--- config.mk ---
export PLATFORM = sky130hd
export DESIGN_NAME = climate_zone_ctrl
export DESIGN_NICKNAME = d
export VERILOG_FILES = /design/src/rtl/climate_zone_ctrl.sv
export SDC_FILE = /design/constraint.sdc
export NUM_CORES = 1
export LEC_CHECK = 0
export CAP_MARGIN = 20
export CORE_MARGIN = 4
export CORE_UTILIZATION = 50
export CTS_BUF_LIST = sky130_fd_sc_hd__clkbuf_8
export DETAILED_ROUTE_END_ITERATION = 8
export GPL_ROUTABILITY_DRIVEN = 1
export HOLD_SLACK_MARGIN = 0.12
export PLACE_DENSITY = 0.72
export SYNTH_ARGS = -nofsm -noshare
export SYNTH_HDL_FRONTEND = slang
export SYNTH_SLANG_ARGS = --single-unit
--- constraint.sdc ---
create_clock -name clk -period 4.9 [get_ports clk]
set_input_delay 0.98 -clock clk [delete_from_list [all_inputs] [get_ports clk]]
set_output_delay 0.98 -clock clk [all_outputs]
set_load 0.01 [all_outputs]
--- src/rtl/climate_zone_ctrl.sv ---
// Multi-zone cold-storage actuator controller: per-zone fan/humidifier
// with hysteresis, minimum dwell, auto/manual mode and sensor-timeout fail-safe.
module climate_zone_ctrl #(
    parameter int NUM_ZONES     = 2,
    parameter int DATA_W        = 8,
    parameter int TICK_DIV      = 100_000_000,
    parameter int MIN_DWELL     = 30,
    parameter int TIMEOUT_TICKS = 5
) (
    input  logic                          clk,
    input  logic                          rst_n,
    input  logic                          sample_valid,
    input  logic [NUM_ZONES*DATA_W-1:0]   temperature,
    input  logic [NUM_ZONES*DATA_W-1:0]   humidity,
    input  logic [DATA_W-1:0]             temp_set,
    input  logic [DATA_W-1:0]             temp_hyst,
    input  logic [DATA_W-1:0]             hum_set,
    input  logic [DATA_W-1:0]             hum_hyst,
    input  logic                          mode_auto,
    input  logic [NUM_ZONES-1:0]          man_fan,
    input  logic [NUM_ZONES-1:0]          man_hum,
    output logic [NUM_ZONES-1:0]          fan_on,
    output logic [NUM_ZONES-1:0]          hum_on,
    output logic                          sensor_fault,
    output logic                          tick
);

    localparam int PW = $clog2(TICK_DIV);
    localparam int DW = $clog2(MIN_DWELL + 1);
    localparam int TW = $clog2(TIMEOUT_TICKS + 1);
    localparam int XW = DATA_W + 1;
    localparam int NA = 2 * NUM_ZONES;

    localparam logic [PW-1:0] PRE_MAX = PW'(TICK_DIV - 1);
    localparam logic [DW-1:0] DW_MAX  = DW'(MIN_DWELL);
    localparam logic [TW-1:0] TO_MAX  = TW'(TIMEOUT_TICKS);

    // Bit 1 of the encoding is the actuator drive itself.
    typedef enum logic [1:0] {
        OFF_HOLD  = 2'b00,
        OFF_READY = 2'b01,
        ON_HOLD   = 2'b10,
        ON_READY  = 2'b11
    } act_t;

    logic [PW-1:0]               pre;
    logic [TW-1:0]               to_cnt;
    logic [NUM_ZONES*DATA_W-1:0] t_q;
    logic [NUM_ZONES*DATA_W-1:0] h_q;

    always_ff @(posedge clk) begin
        if (!rst_n) begin
            pre  <= '0;
            tick <= 1'b0;
        end else begin
            tick <= (pre == PRE_MAX);
            pre  <= (pre == PRE_MAX) ? '0 : pre + 1'b1;
        end
    end

    always_ff @(posedge clk) begin
        if (!rst_n) begin
            t_q <= '0;
            h_q <= '0;
        end else if (sample_valid) begin
            t_q <= temperature;
            h_q <= humidity;
        end
    end

    always_ff @(posedge clk) begin
        if (!rst_n) begin
            to_cnt       <= '0;
            sensor_fault <= 1'b0;
        end else if (sample_valid) begin
            to_cnt       <= '0;
            sensor_fault <= 1'b0;
        end else if (tick && to_cnt != TO_MAX) begin
            to_cnt <= to_cnt + 1'b1;
            if (to_cnt == TO_MAX - 1'b1)
                sensor_fault <= 1'b1;
        end
    end

    logic [NUM_ZONES-1:0] fan_req_on, fan_req_off;
    logic [NUM_ZONES-1:0] hum_req_on, hum_req_off;

    // Comparisons are widened by one bit so setpoint+band never wraps.
    always_comb begin
        fan_req_on  = '0;
        fan_req_off = '0;
        hum_req_on  = '0;
        hum_req_off = '0;
        for (int z = 0; z < NUM_ZONES; z++) begin
            if (sensor_fault) begin
                fan_req_on[z]  = 1'b1;
                hum_req_off[z] = 1'b1;
            end else begin
                fan_req_on[z]  = XW'(t_q[z*DATA_W +: DATA_W]) >
                                 (XW'(temp_set) + XW'(temp_hyst));
                fan_req_off[z] = t_q[z*DATA_W +: DATA_W] <= temp_set;
                hum_req_on[z]  = (XW'(h_q[z*DATA_W +: DATA_W]) + XW'(hum_hyst)) <
                                 XW'(hum_set);
                hum_req_off[z] = h_q[z*DATA_W +: DATA_W] >= hum_set;
            end
        end
    end

    logic [NA-1:0] req_on, req_off, man;
    assign req_on  = {hum_req_on, fan_req_on};
    assign req_off = {hum_req_off, fan_req_off};
    assign man     = {man_hum, man_fan};

    act_t          st    [NA];
    act_t          st_nx [NA];
    logic [DW-1:0] cnt   [NA];
    logic [DW-1:0] cnt_nx[NA];

    always_comb begin
        for (int a = 0; a < NA; a++) begin
            st_nx[a]  = st[a];
            cnt_nx[a] = cnt[a];
            unique case (st[a])
                OFF_HOLD: if (tick) begin
                    if (cnt[a] == DW_MAX - 1'b1) begin
                        st_nx[a]  = OFF_READY;
                        cnt_nx[a] = DW_MAX;
                    end else begin
                        cnt_nx[a] = cnt[a] + 1'b1;
                    end
                end
                ON_HOLD: if (tick) begin
                    if (cnt[a] == DW_MAX - 1'b1) begin
                        st_nx[a]  = ON_READY;
                        cnt_nx[a] = DW_MAX;
                    end else begin
                        cnt_nx[a] = cnt[a] + 1'b1;
                    end
                end
                OFF_READY: if (mode_auto && req_on[a]) begin
                    st_nx[a]  = ON_HOLD;
                    cnt_nx[a] = '0;
                end
                ON_READY: if (mode_auto && req_off[a]) begin
                    st_nx[a]  = OFF_HOLD;
                    cnt_nx[a] = '0;
                end
            endcase
            // Manual commands bypass dwell but still restart it.
            if (!mode_auto && (man[a] != st[a][1])) begin
                st_nx[a]  = man[a] ? ON_HOLD : OFF_HOLD;
                cnt_nx[a] = '0;
            end
        end
    end

    always_ff @(posedge clk) begin
        for (int a = 0; a < NA; a++) begin
            if (!rst_n) begin
                st[a]  <= OFF_HOLD;
                cnt[a] <= '0;
            end else begin
                st[a]  <= st_nx[a];
                cnt[a] <= cnt_nx[a];
            end
        end
    end

    always_comb begin
        fan_on = '0;
        hum_on = '0;
        for (int z = 0; z < NUM_ZONES; z++) begin
            fan_on[z] = st[z][1];
            hum_on[z] = st[NUM_ZONES+z][1];
        end
    end

endmodule

# Word level (Yosys, flattened, before mapping)
# Memories as Yosys holds them, arrays and structs flattened.
# Cells that the tools add are included.
[classes]
n_mux = 78
n_bitwise = 9
reduce_logical = 25
eq_ne = 23
n_lt_le_gt_ge = 8
add_sub_neg = 9
[op_table]
columns = ["cell", "count"]
rows = [
  ["2-to-1 mux 5 bit", 24],
  ["2-to-1 mux 2 bit", 36],
  ["case mux 5 bit (3 select lines)", 4],
  ["case mux 2 bit (4 select lines)", 4],
  ["adder 27 x 1 -> 27 bit, second input constant", 1],
  ["adder 8 x 8 -> 9 bit", 3],
  ["== test 27 bit, second input constant", 1],
  ["adder 5 x 1 -> 5 bit, second input constant", 4],
  ["== test 5 bit, second input constant", 4],
  ["> comparator 8 x 9 -> 1 bit", 2],
  ["< comparator 9 x 8 -> 1 bit", 2],
  ["== test 2 bit, second input constant", 8],
  ["greater-or-equal comparator 8 bit", 2],
  ["less-or-equal comparator 8 bit", 2],
  ["logical AND 1 bit", 13],
  ["OR reduction 2 bit", 6],
  ["2-to-1 mux 1 bit", 10],
  ["== test 2 x 1 -> 1 bit, second input constant", 4],
  ["logical NOT 2 bit", 4],
  ["OR 1 bit", 8],
  ["inequality test 1 bit", 4],
  ["adder 3 x 1 -> 3 bit, second input constant", 1],
  ["== test 3 bit, second input constant", 1],
  ["inequality test 3 bit, second input constant", 1],
  ["other kinds (3)", 3],
]
[word_totals]
input_bits = 72
memories = 2
ramBits = 28
regBits = 64
out_inout_bits = 6
[mem_list]
columns = ["name", "words", "width", "rd", "rd_clocked_by_memory_dff", "write_ports", "line", "text"]
rows = [
  ["cnt", 4, 5, 4, 0, 4, "116", "logic [DW-1:0] cnt [NA];"],
  ["st", 4, 2, 4, 0, 4, "114", "act_t st [NA];"],
]

# Depth between registers and ports, before layout
[depth]
word_depth = 8
depth_mapped = 17
ltp_nobuf = 17

# Worst setup path before layout
# Ideal clock, no wire load.
[synth_path]
path_kind = "in2reg"
from = "input temp_set[1]"
to = "memory cnt[0][4] (netlist name)"
path_slack_ps = 731
required_time_ps = 4814
arrival_time_ps = 4083
stages = 17
cell_sequence = "ha_1 -> a21o_1 -> a21oi_1 -> o21bai_1 -> a21oi_1 -> o21bai_1 -> a21oi_1 -> xor2_1 -> ha_1 -> and4_1 -> nand4_1 -> o221ai_1 -> o21ai_0 -> nor4_2 -> nor4_4 -> a41oi_1 -> a211oi_1"
[synth_rtl]
columns = ["element", "line", "text"]
rows = [
  ["from (decl)", "15", "input logic [DATA_W-1:0] temp_set,"],
  ["to (decl)", "116", ""],
]

==> flow_metrics.py <==
metrics = {
    "placement": {
        "gp_congestion": 0.877,
        "detailed_place_hpwl_um": 12800,
        "placement.io_buffers": 77,
        "dp_cells": 1037,
    },
    "drt": {
        "drcViolationCount": 0,
        "detail_route.iter0.violations": 304,
        "routedWlPerCell_um": 15.2,
        "drt_pass1_iterations": 4,
        "vias_per_cell": 5.60,
        "detailroute.via_count": 5907,
        "finalWirelength_um": 16000,
        "post_route_antenna_net_violation_count": 0,
    },
    "grt": {
        "gr-max-usage-layer": "met2",
        "grtUsageMet3": 0.0343,
        "initial_antenna_violation_count": 0,
        "globalRoute.totalOverflow": 0,
        "grt_pass1_vias": 5871,
        "grt_start_max_net_pins": 34,
        "globalRouteMet1Util": 0.255,
        "grt_util_met2": 0.364,
        "grt_use_total": 0.207,
        "grt_first_pass_wirelength_um": 27200,
    },
    "yosys": {
        "post_synth_main_area_contributors": "sky130_fd_sc_hd__dfxtp_1 27%, sky130_fd_sc_hd__ha_1 20%, sky130_fd_sc_hd__nor2_1 6.3%",
        "synth_cell_types": 69,
        "synth_edf_count": 0,
        "async_flop_share": 0,
        "ys.flop_type": "sky130_fd_sc_hd__dfxtp_1",
        "yosysSeqAreaShare": 0.270,
        "synth.top_cell.area_share": 0.270,
        "commonest_cells_in_the_netlist": "114 x sky130_fd_sc_hd__nor2_1, 108 x sky130_fd_sc_hd__ha_1, 92 x sky130_fd_sc_hd__dfxtp_1, 59 x sky130_fd_sc_hd__inv_1",
        "synth_cells": 795,
        "ys_ff_latch": 92,
        "syn_area_mm2": 0.00682,
        "syn-num-nets": 978,
        "synth.yosys.warnings": 0,
        "yosys.cell_count.top_type": "sky130_fd_sc_hd__nor2_1",
        "synth_area_leader_cell": "sky130_fd_sc_hd__dfxtp_1",
        "avg_cell_area_syn_um2": 8.58,
    },
    "timing": {
        "final_max_slew_viol_count": 0,
        "layout_min_cycle_time_ps": 4620,
        "timing.max_slew.rel_slack": 0.324,
        "grt_setup_unrepaired": "no",
        "final-setup-viol-count": 0,
        "worst_pin_slew_ps": 1010,
        "timing.final.crit_share": 0.942,
        "finalHoldViolations": 0,
        "clock_skews_ps": 8.22,
        "fmaxAchievable_mhz": 217,
    },
    "layout": {
        "area.growth.synth_to_final_pct": 18.0,
        "post_layout_nonfiller_instances": 1055,
        "final_nets": 1057,
        "layout-drive-gt1-share": 0.0523,
        "antenna_diode_count": 0,
    },
    "power": {
        "power.leakage_nw": 3.46,
        "power.share.combinational": 0.225,
        "cellPowerDensity_mw_per_mm2": 229,
        "irDropWorstVdd_uv": 151,
        "p_total_mw": 1.84,
        "power_frac_clock": 0.345,
        "total_switching_power_mw": 0.522,
        "power.internal_mw": 1.32,
        "seqPwrFrac": 0.430,
        "power.share.switching": 0.283,
    },
    "worst_setup_path": {
        "critical_path.cell_chain": "clkdlybuf4s50_1, ha_1, a21o_1, a21oi_1, o21bai_1, a21oi_1, o21bai_1, a21oi_1, xor2_1, ha_1, and4_1, nand4_1, o221ai_1, o2bb2a_4, nor4_2, nor4_4, buf_4, buf_4, buf_4, a211oi_1",
        "end_kind": "register",
        "timing.critical_path.from_type": "primary input",
        "worst_path_largest_cell_delay_ps": 430,
        "critical_path.n_buffers_inverters": 4,
        "crit_slowest_cell": "sky130_fd_sc_hd__clkdlybuf4s50_1",
        "cp_data_arrival_time_ps": 4890,
        "worst-path-max-fanout": 5,
        "criticalPathCategory": "in -> reg",
        "data_required_time_of_the_critical_path_ps": 5180,
        "crit_family": "compound AO/OA/AOI/OAI gates",
    },
    "die": {
        "design.core.area_mm2": 0.0133,
        "chipHeight_um": 125,
        "design.portCount": 78,
        "initial_cell_density_of_the_core": 0.513,
        "fp.dieW_um": 125,
        "fp-row-count": 42,
        "die_area_mm2": 0.0156,
    },
    "clocking": {
        "tritoncts": "done",
        "cts_root_buf": "sky130_fd_sc_hd__clkbuf_8",
        "clockBufferDepth": 2,
        "tritoncts.num_buffers": 9,
        "clk_lat_worst_skew_ps": 380,
        "post_cts_hold_buffer_count": 0,
        "clock_tree.htree_level_count": 3,
        "clk_transition_reported_paths_ps": 90,
        "cts_sinks": 92,
    },
    "status": {
        "outcome": "completed",
    },
    "min_path": {
        "hp-class": "reg -> reg",
    },
    "run": {
        "cap_violations": 0,
    },
}
==> metal layers <==
layer | part of all wire | vias up
met5 | 0 | -
met4 | 0.019 | 0
met3 | 0.034 | 21
met2 | 0.49 | 94
met1 | 0.45 | 2794
li1 | - | 2998
==> cells by family (layout without fill, tap and decap cells) <==
group	count (synthesis)	in the layout	share of synthesized area
AO/OA/AOI/OAI	166	166	0.172
XOR/XNOR	41	41	0.0526
adder cells (fa/ha/maj)	111	111	0.207
buffers and inverters	78	162	0.0457
flip-flops	92	92	0.270
multiplexers	39	39	0.0572
AND/OR/NAND/NOR	268	268	0.196
==> worst paths after layout <==
path | end | from | slack (ps) | cells after the start
worst max-delay path | cnt[0][2]$_SDFFE_PP0P_ | temp_set[1] | 280 | 20
worst min-delay path | pre[0]$_SDFF_PP0_ | pre[0]$_SDFF_PP0_ | 460 | 1
worst max register to register | st[2][1]$_SDFFE_PN0P_ | h_q[1]$_SDFFE_PN0P_ | 1190 | 15
worst min register to register | pre[0]$_SDFF_PP0_ | pre[0]$_SDFF_PP0_ | 460 | 1
==> final cells by class <==
type / count / area, um2
Fill cell: 1176 / 5250
Multi-Input combinational cell: 625 / 4680
Sequential cell: 92 / 1840
Timing Repair Buffer: 86 / 833
Inverter: 60 / 225
Tap cell: 176 / 220
Clock buffer: 9 / 124
Clock inverter: 7 / 123
==> state kept, by name, summed over array words and instances, names as in the netlist <==
signal and cells:
pre 27, cnt 20, h_q 16, t_q 16
st 8, to_cnt 3, sensor_fault 1, tick 1
==> power by group through the flow <==
| stage | clock network [mW] | logic, mW | registers, mW |
|---|---|---|---|
| 6_report | 0.634 | 0.415 | 0.792 |
| 5_1_grt | 0.682 | 0.473 | 0.795 |
| 4_1_cts | 0.650 | 0.417 | 0.792 |
| 3_5_place_dp | 0 | 0.414 | 0.810 |
| 3_3_place_gp | 0 | 0.398 | 0.809 |
| 2_1_floorplan | 0 | 0.280 | 0.801 |
==> placed cells by master, fill, tap and decap left out, types with 7 or more instances in the layout <==
master | netlist | routed
sky130_fd_sc_hd__nand2b_1 | 8 | 8
sky130_fd_sc_hd__a211oi_1 | 13 | 13
sky130_fd_sc_hd__nand2_1 | 39 | 39
sky130_fd_sc_hd__nor2_1 | 114 | 114
sky130_fd_sc_hd__inv_1 | 59 | 59
sky130_fd_sc_hd__xor2_1 | 17 | 17
sky130_fd_sc_hd__nor3_1 | 13 | 13
sky130_fd_sc_hd__nand4_1 | 14 | 14
sky130_fd_sc_hd__a21oi_1 | 39 | 39
sky130_fd_sc_hd__ha_1 | 108 | 108
sky130_fd_sc_hd__xnor2_1 | 24 | 24
sky130_fd_sc_hd__o21ai_0 | 27 | 27
sky130_fd_sc_hd__nand3_1 | 29 | 29
sky130_fd_sc_hd__clkbuf_8 | 0 | 9
sky130_fd_sc_hd__nor2b_1 | 10 | 10
sky130_fd_sc_hd__buf_4 | 5 | 9
sky130_fd_sc_hd__and3_1 | 7 | 7
sky130_fd_sc_hd__clkdlybuf4s50_1 | 0 | 76
sky130_fd_sc_hd__a21o_1 | 11 | 11
sky130_fd_sc_hd__dfxtp_1 | 92 | 92
sky130_fd_sc_hd__mux2i_1 | 39 | 39
==> metrics by stage <==
stage / setup slack [ps] / setup TNS [ps] / hold WS (ps) / cell area (um2) / utilization
floorplan: 731 / 0 / 418 / 6820 / -
global placement: 130 / 0 / 428 / 7790 / 0.586
detailed placement: -132 / -419 / 441 / 7790 / 0.586
CTS: 290 / 0 / 458 / 8040 / 0.604
global route: 2.35 / 0 / 489 / 8050 / 0.605
finish: 283 / 0 / 458 / 8050 / 0.605
==> worst reg2reg max path, cell delays in order (launching register included) <==
cell	delay [ps]
sky130_fd_sc_hd__dfxtp_1	400
sky130_fd_sc_hd__ha_1	260
sky130_fd_sc_hd__a21o_1	180
sky130_fd_sc_hd__a21oi_1	200
sky130_fd_sc_hd__o21ai_0	110
sky130_fd_sc_hd__a21oi_1	210
sky130_fd_sc_hd__o21bai_1	90
sky130_fd_sc_hd__a21oi_1	170
sky130_fd_sc_hd__xnor2_1	140
sky130_fd_sc_hd__ha_1	250
sky130_fd_sc_hd__a2111o_1	420
sky130_fd_sc_hd__or2_1	230
sky130_fd_sc_hd__o21a_1	190
sky130_fd_sc_hd__or4_4	500
sky130_fd_sc_hd__mux2i_1	160
sky130_fd_sc_hd__a21oi_1	70
==> what timing repair did <==
action	CTS	global route
endpoints found under the setup margin	0	3
gates resized for setup	0	0
setup buffers	0	2
(Power assumes the default switching activity.)
